`src/rtl/adder_pipe.sv`:
```
// adder_pipe: pipelined segmented-carry adder/subtractor, one SEG_W slice per stage.
// Ports: i_clk, i_rst_n, i_valid/o_ready (in), i_A, i_B, i_cin, i_sub, o_valid/i_ready (out), o_S, o_cout
// Optional: define ADDER_PIPE_OVF_EN to add o_ovf (signed overflow of the result).
module adder_pipe #(
  parameter int WIDTH = 32,
  parameter int SEG_W = 8
) (
  input  logic             i_clk,
  input  logic             i_rst_n,
  input  logic             i_valid,
  output logic             o_ready,
  input  logic [WIDTH-1:0] i_A,
  input  logic [WIDTH-1:0] i_B,
  input  logic             i_cin,
  input  logic             i_sub,
  output logic             o_valid,
  input  logic             i_ready,
  output logic [WIDTH-1:0] o_S,
  output logic             o_cout
`ifdef ADDER_PIPE_OVF_EN
  ,
  output logic             o_ovf
`endif
);

  localparam int NSEG = (SEG_W < 1) ? 1 : WIDTH / SEG_W;

  if (SEG_W < 1) begin : g_bad_seg
    $error("adder_pipe: SEG_W must be >= 1");
  end else if ((WIDTH % SEG_W) != 0) begin : g_bad_width
    $error("adder_pipe: WIDTH must be a multiple of SEG_W");
  end

  // Stall-all: every stage moves only when the output slot frees up.
  logic adv;
  assign adv     = ~o_valid | i_ready;
  assign o_ready = adv;

  // Subtraction is A + ~B + 1; carry-in is ignored in that mode.
  logic [WIDTH-1:0] b_eff;
  logic             cin_eff;
  assign b_eff   = i_sub ? ~i_B : i_B;
  assign cin_eff = i_sub | i_cin;

  for (genvar j = 0; j < NSEG; j++) begin : g_stg
    // AW: operand bits still to be summed; RW: result bits known after this stage.
    localparam int AW = WIDTH - j * SEG_W;
    localparam int RW = (j + 1) * SEG_W;

    logic [AW-1:0]    a_in;
    logic [AW-1:0]    b_in;
    logic             c_in;
    logic             v_in;
    logic [SEG_W:0]   seg;
    logic [RW-1:0]    s_nx;
    logic [RW-1:0]    s_q;
    logic             c_q;
    logic             v_q;

    if (j == 0) begin : g_head
      assign a_in = i_A;
      assign b_in = b_eff;
      assign c_in = cin_eff;
      assign v_in = i_valid;
    end else begin : g_body
      assign a_in = g_stg[j-1].g_fwd.a_q;
      assign b_in = g_stg[j-1].g_fwd.b_q;
      assign c_in = g_stg[j-1].c_q;
      assign v_in = g_stg[j-1].v_q;
    end

    assign seg = {1'b0, a_in[SEG_W-1:0]}
               + {1'b0, b_in[SEG_W-1:0]}
               + {{SEG_W{1'b0}}, c_in};

    // Lower result slices ride along with the newly summed slice on top.
    if (j == 0) begin : g_s0
      assign s_nx = seg[SEG_W-1:0];
    end else begin : g_sn
      assign s_nx = {seg[SEG_W-1:0], g_stg[j-1].s_q};
    end

    always_ff @(posedge i_clk or negedge i_rst_n) begin
      if (!i_rst_n) begin
        v_q <= 1'b0;
        c_q <= 1'b0;
        s_q <= '0;
      end else if (adv) begin
        v_q <= v_in;
        c_q <= seg[SEG_W];
        s_q <= s_nx;
      end
    end

    // Upper operand slices not yet summed, forwarded to later stages.
    if (j < NSEG - 1) begin : g_fwd
      logic [AW-SEG_W-1:0] a_q;
      logic [AW-SEG_W-1:0] b_q;

      always_ff @(posedge i_clk or negedge i_rst_n) begin
        if (!i_rst_n) begin
          a_q <= '0;
          b_q <= '0;
        end else if (adv) begin
          a_q <= a_in[AW-1:SEG_W];
          b_q <= b_in[AW-1:SEG_W];
        end
      end
    end

`ifdef ADDER_PIPE_OVF_EN
    // Carry into the MSB is recovered as a^b^sum at that bit.
    if (j == NSEG - 1) begin : g_ovf
      logic ovf_q;

      always_ff @(posedge i_clk or negedge i_rst_n) begin
        if (!i_rst_n) begin
          ovf_q <= 1'b0;
        end else if (adv) begin
          ovf_q <= a_in[SEG_W-1] ^ b_in[SEG_W-1]
                 ^ seg[SEG_W-1] ^ seg[SEG_W];
        end
      end
    end
`endif
  end

  assign o_valid = g_stg[NSEG-1].v_q;
  assign o_S     = g_stg[NSEG-1].s_q;
  assign o_cout  = g_stg[NSEG-1].c_q;
`ifdef ADDER_PIPE_OVF_EN
  assign o_ovf   = g_stg[NSEG-1].g_ovf.ovf_q;
`endif

endmodule

```
`config.mk`:
```
export PLATFORM = sky130hd
export DESIGN_NAME = adder_pipe
export DESIGN_NICKNAME = d
export VERILOG_FILES = /design/src/rtl/adder_pipe.sv
export SDC_FILE = /design/constraint.sdc
export NUM_CORES = 1
export LEC_CHECK = 0
export ABC_AREA = 0
export BUFFER_PORTS_ARGS = -buffer_cell sky130_fd_sc_hd__buf_2
export CAP_MARGIN = 5
export CORE_ASPECT_RATIO = 1.1
export CORE_MARGIN = 1.5
export CORE_UTILIZATION = 50
export CTS_CLUSTER_SIZE = 20
export DETAILED_ROUTE_END_ITERATION = 10
export GPL_ROUTABILITY_DRIVEN = 0
export PLACE_DENSITY = 0.7
export SKIP_CTS_REPAIR_TIMING = 1
export SYNTH_ARGS = -nofsm -noshare
export SYNTH_HDL_FRONTEND = slang
export SYNTH_SLANG_ARGS = --single-unit
```
`constraint.sdc`:
```
create_clock -name i_clk -period 6.3 [get_ports i_clk]
set_input_delay 0.315 -clock i_clk [delete_from_list [all_inputs] [get_ports i_clk]]
set_output_delay 0.315 -clock i_clk [all_outputs]
set_load 0.02 [all_outputs]
```
# After elaboration in Yosys (flattened, before gate mapping)
# Index checks and enable logic that the tools add are counted.
# Widths: inputs -> output; s select.
# word_totals
reg_bits,184
latchBits,0
mem_bits_rw,0
romBits,0
inputBits,70
output_inout_bits,35
mem_count,0
# op_classes
add_sub_neg,8
multipliers,0
n_div,0
n_lt_le_gt_ge,0
n_eq_ne,0
shift,0
n_mux,1
bitwise_logic,4
reduce_logical,0
# op_table
op,n
$add 8x8->9,4
$add 9x1->9,4
$mux 32,1
$not 32->32,1
$or 1x1->1,2
$not 1->1,1

# Longest topological paths before layout
# depth
ltp_word,4
ltp_mapped,10
mapped_depth_nobuf,8

# Worst setup path after synthesis
# No wires, ideal clock.
# synth_timing
path_kind,input to register
from,input i_sub
to,register g_stg[0].s_q[6]
t_arrival_ns,2.348
path_slack_ns,3.883
cell_stages,10
n_path_buf,2
cell_sequence,buf_2 -> buf_2 -> or2_2 -> fa_1 -> inv_1 -> fa_1 -> nor2b_1 -> o31a_1 -> or3_1 -> nand3_1
# synth_via
elab_chain_cells,3
word_cells_on_any_way,4
classes_between,2 x add/sub; 1 x mux; 1 x bitwise
# synth_lines
element,line,source
"start, declared",15,"input logic i_sub,"
$mux 32,42,assign b_eff = i_sub ? ~i_B : i_B;
$add 8x8->9,73,"+ {1'b0, b_in[SEG_W-1:0]}"
$add 9x1->9 *,74,"+ {{SEG_W{1'b0}}, c_in};"
"end signal, assigned",91,s_q <= s_nx;
"end, declared",56,logic [RW-1:0] s_q;
# Mark *: on every way between the ends. The rest lies on a longest branch, timed or not.
# A chain may end at the register's enable or synchronous reset.

# Worst setup path after layout
# layout_timing
from,"register g_stg[3].v_q, in the netlist o_valid"
to,register g_stg[1].c_q
# layout_via
elab_chain_cells,2
# layout_lines
element,line,source
"start, declared",58,logic v_q;
"start signal, assigned",89,v_q <= v_in;
$not 1->1,36,assign adv = ~o_valid | i_ready;
$or 1x1->1,36,
"end signal, assigned",90,c_q <= seg[SEG_W];
"end, declared",57,logic c_q;
# Every way passes these cells.

==> implementation parameters <==
Parameter                              Value

Critical path
  Worst Path Required ... 6.61 ns
  Crit path cell chain ... nor2b_4, inv_4, buf_4, nand2b_1, o22a_1, o31a_1
  Arrival time at the worst endpoint ... 2.77 ns
  Maximum fanout count along the critical path ... 99
  Setup Crit Path Kind ... reg -> reg
  Combined buffer and inverter count along the critical path ... 2
  Cell class contributing the biggest share of worst-path delay ... buffers and inverters
  Crit path max-delay cell type ... sky130_fd_sc_hd__buf_4
  CP startpoint kind ... register
  Category of the worst setup path capture point ... register
  Stage delay of the slowest cell on the critical path ... 0.85 ns

Placement
  Half-perimeter wire length after placement ... 10.35 mm
  Dpl cells ... 1199
  # port buffers ... 104

Timing
  Setup repair after global routing missed its margin ... false
  Post-route minimum period ... 2.456 ns
  Final count of hold timing violations ... 7
  Tightest Pin Transition ... 1.078 ns
  Largest clock skew in the final design ... 0.008692 ns
  Final count of negative-setup-slack endpoints ... 0
  Final Max Slew Viols ... 0
  Max transition margin ... 0.2815
  Maximum operating frequency ... 407.2 MHz
  Setup TNS ... 0 ns
  Period utilization ... 0.3898
  Hold Slack ... -0.02248 ns

Clock tree
  Cts bufs inserted ... 17
  Insertion delay of the later-clocked pin in the worst-skew pair ... 0.43 ns
  Post-CTS clock slew at the launch and capture registers of the worst setup and hold paths ... 0.06 ns
  CTS root buffer ... sky130_fd_sc_hd__clkbuf_16
  Total clock sinks ... 184
  Maximum level of the CTS H-tree ... 4
  CTS tree ... done
  Clock tree buffer depth ... 2

Run status
  Run status ... complete, but fails checks
  Violations in the final reports ... negative hold slack

Die
  Area of the placeable core ... 16890 sq um
  Floorplan die height ... 140.4 um
  Top-level I/O count ... 105
  Number of placement rows ... 50
  Die extent in x ... 127.9 um
  Floorplan die area ... 17960 sq um
  Initial core utilization ... 0.5080

Route
  DR iter-0 viols ... 394
  Routed via count ... 6215
  DRC ... 0
  Average vias per placed instance ... 5.049
  Post-Route WL ... 16.05 mm
  Residual antenna-violating net count after detailed routing ... 0
  Detailed-route wire length per cell ... 13.04 um
  Detailed-routing iteration count for the pre-antenna-repair pass ... 4

Finish
  Final Util ... 0.5762
  Antenna diode count ... 0
  Commonest cells after routing, fill and taps aside ... sky130_fd_sc_hd__nand2_1 (430), sky130_fd_sc_hd__dfrtp_1 (184), sky130_fd_sc_hd__buf_2 (103), sky130_fd_sc_hd__o21ai_0 (52), sky130_fd_sc_hd__ha_1 (28)
  Proportion of layout cells with a drive suffix above 1 ... 0.1427
  Filler instances ... 1558
  Most common cell after layout, fill and taps aside ... sky130_fd_sc_hd__nand2_1
  Area grow syn2layout ... 13.43%
  Number of non-filler instances in the completed layout ... 1231
  Net count reported at finish ... 1116

Yosys
  Main area contributors after synthesis ... sky130_fd_sc_hd__dfrtp_1 (54%), sky130_fd_sc_hd__nand2_1 (19%), sky130_fd_sc_hd__ha_1 (4.1%)
  Combined area of all synthesized cells ... 8581 sq um
  Post-synthesis instance total ... 929
  Mapped Avg Cell Area ... 9.237 sq um
  Total of flip-flops plus latches after synthesis ... 184
  Number of distinct library cells after synthesis ... 38
  Portion of the post-synthesis area used by sequential elements ... 0.5366
  Largest area contributor in the synthesized netlist ... sky130_fd_sc_hd__dfrtp_1
  Warning count from the yosys run ... 0
  Net count after synthesis ... 1035
  Fraction of post-synthesis cell area in the top cell type by area ... 0.5366

Global route
  Maximum number of pins on one net before global-route repair ... 121
  Overflow left after global routing ... 0
  Global-route total usage across every layer ... 0.1942
  Number of antenna violations at the first check in global routing ... 0
  Via count of the first global-routing pass ... 5999
  Global-route wire length before repair ... 27.94 mm

Pwr
  Static Leak ... 0.004918 uW
  VDD IR max ... 0.0002408 V
  Cell area power density ... 507.5 nW/um^2

Worst hold path
  Hold Crit Class ... in -> async

Run
  Number of max-capacitance violations reported ... 0
## cell families (layout without fill, tap and decap cells)
family | after synthesis | count (layout) | share of synthesized area
AOI/OAI and AO/OA | 118 | 118 | 0.09128
xor gates and xnor gates | 36 | 36 | 0.03675
adders and majority gates | 36 | 36 | 0.05949
buffers and inverters | 51 | 145 | 0.03077
DFF | 184 | 184 | 0.5366
muxes | 3 | 3 | 0.003500
and+or+nand+nor | 501 | 501 | 0.2416
## final timing paths
kind	from	end	slack, ns	cells past startpoint
hold / removal	i_rst_n	g_stg[0].v_q$_DFFE_PN0P_	-0.02	1
setup / recovery	o_valid$_DFFE_PN0P_	g_stg[1].c_q$_DFFE_PN0P_	3.84	6
setup reg to reg	o_valid$_DFFE_PN0P_	g_stg[1].c_q$_DFFE_PN0P_	3.84	6
max in group asynchronous	i_rst_n	g_stg[0].g_fwd.a_q[15]$_DFFE_PN0P_	4.84	2
min in group i_clk	i_A[21]	g_stg[0].g_fwd.a_q[13]$_DFFE_PN0P_	0.08	3
hold reg to reg	o_S[0]$_DFFE_PN0P_	o_S[0]$_DFFE_PN0P_	0.46	2
## power breakdown
group / leakage [uW] / internal [uW] / switching [uW] / total, uW
combinational: 0.00242 / 769 / 1140 / 1910
sequential: 0.00222 / 1710 / 288 / 2000
clock: 0.000274 / 571 / 460 / 1030
total: 0.00492 / 3050 / 1890 / 4940
## area by class of cell
cell class,count,area (sq um),area share
timing repair buffer,109,566.8,0.05823
clock inverter,12,115.1,0.01183
inverter,4,17.52,0.001800
tap,208,260.3,0.02674
multi-input combinational,694,3712,0.3814
sequential,184,4604,0.4731
clock buffer,20,456.7,0.04692
## metal layers
layer,track usage,share of wire,vias to the layer above,wire length [um]
met4,0.06209,0.015,0,235
met2,0.3237,0.49,77,7821
li1,-,-,3207,-
met3,0.03972,0.024,20,392
met1,0.2550,0.47,2911,7598
met5,0,0,-,0
## registers in the layout, summed over array words and instances, names as in the netlist
name / cells
g_stg.g_fwd.a_q: 48
g_stg.g_fwd.b_q: 48
g_stg.s_q: 48
o_S: 32
g_stg.c_q: 3
g_stg.v_q: 3
o_cout: 1
o_valid: 1
## synth_stat cells
cell / number
sky130_fd_sc_hd__nor4b_1: 8
sky130_fd_sc_hd__nand3_1: 5
sky130_fd_sc_hd__clkbuf_1: 3
sky130_fd_sc_hd__o31ai_1: 8
sky130_fd_sc_hd__buf_4: 2
sky130_fd_sc_hd__nor2b_1: 1
sky130_fd_sc_hd__ha_1: 28
sky130_fd_sc_hd__a211oi_1: 20
sky130_fd_sc_hd__inv_2: 1
sky130_fd_sc_hd__nor3b_1: 18
sky130_fd_sc_hd__nand2b_1: 7
sky130_fd_sc_hd__fa_1: 8
sky130_fd_sc_hd__a21oi_1: 3
sky130_fd_sc_hd__buf_2: 40
sky130_fd_sc_hd__a211oi_2: 3
sky130_fd_sc_hd__or2_2: 1
sky130_fd_sc_hd__nand2_1: 430
sky130_fd_sc_hd__a21o_1: 8
sky130_fd_sc_hd__mux2i_1: 3
sky130_fd_sc_hd__a221oi_1: 3
sky130_fd_sc_hd__a211o_1: 1
sky130_fd_sc_hd__inv_1: 3
sky130_fd_sc_hd__dfrtp_1: 184
sky130_fd_sc_hd__o22a_1: 3
sky130_fd_sc_hd__nor3_1: 8
sky130_fd_sc_hd__or3_1: 6
sky130_fd_sc_hd__buf_6: 2
sky130_fd_sc_hd__o21a_1: 6
sky130_fd_sc_hd__nor2b_4: 1
sky130_fd_sc_hd__nor4_1: 1
sky130_fd_sc_hd__xnor2_1: 27
sky130_fd_sc_hd__o31a_1: 7
sky130_fd_sc_hd__o21bai_1: 3
sky130_fd_sc_hd__a221o_1: 1
sky130_fd_sc_hd__nor2_1: 10
sky130_fd_sc_hd__o21ai_0: 52
sky130_fd_sc_hd__nand3b_1: 5
sky130_fd_sc_hd__xor2_1: 9
## metrics by stage
step / area [sq um] / power [uW] / setup slack, ns
floorplan: 8581 / 3464 / 3.883
global placement: 9161 / 3893 / 3.671
detailed placement: 9161 / 3945 / 3.626
CTS: 9733 / 4996 / 3.806
global route: 9733 / 5369 / 3.603
finish: 9733 / 4939 / 3.844
(Power assumes the default switching activity.)
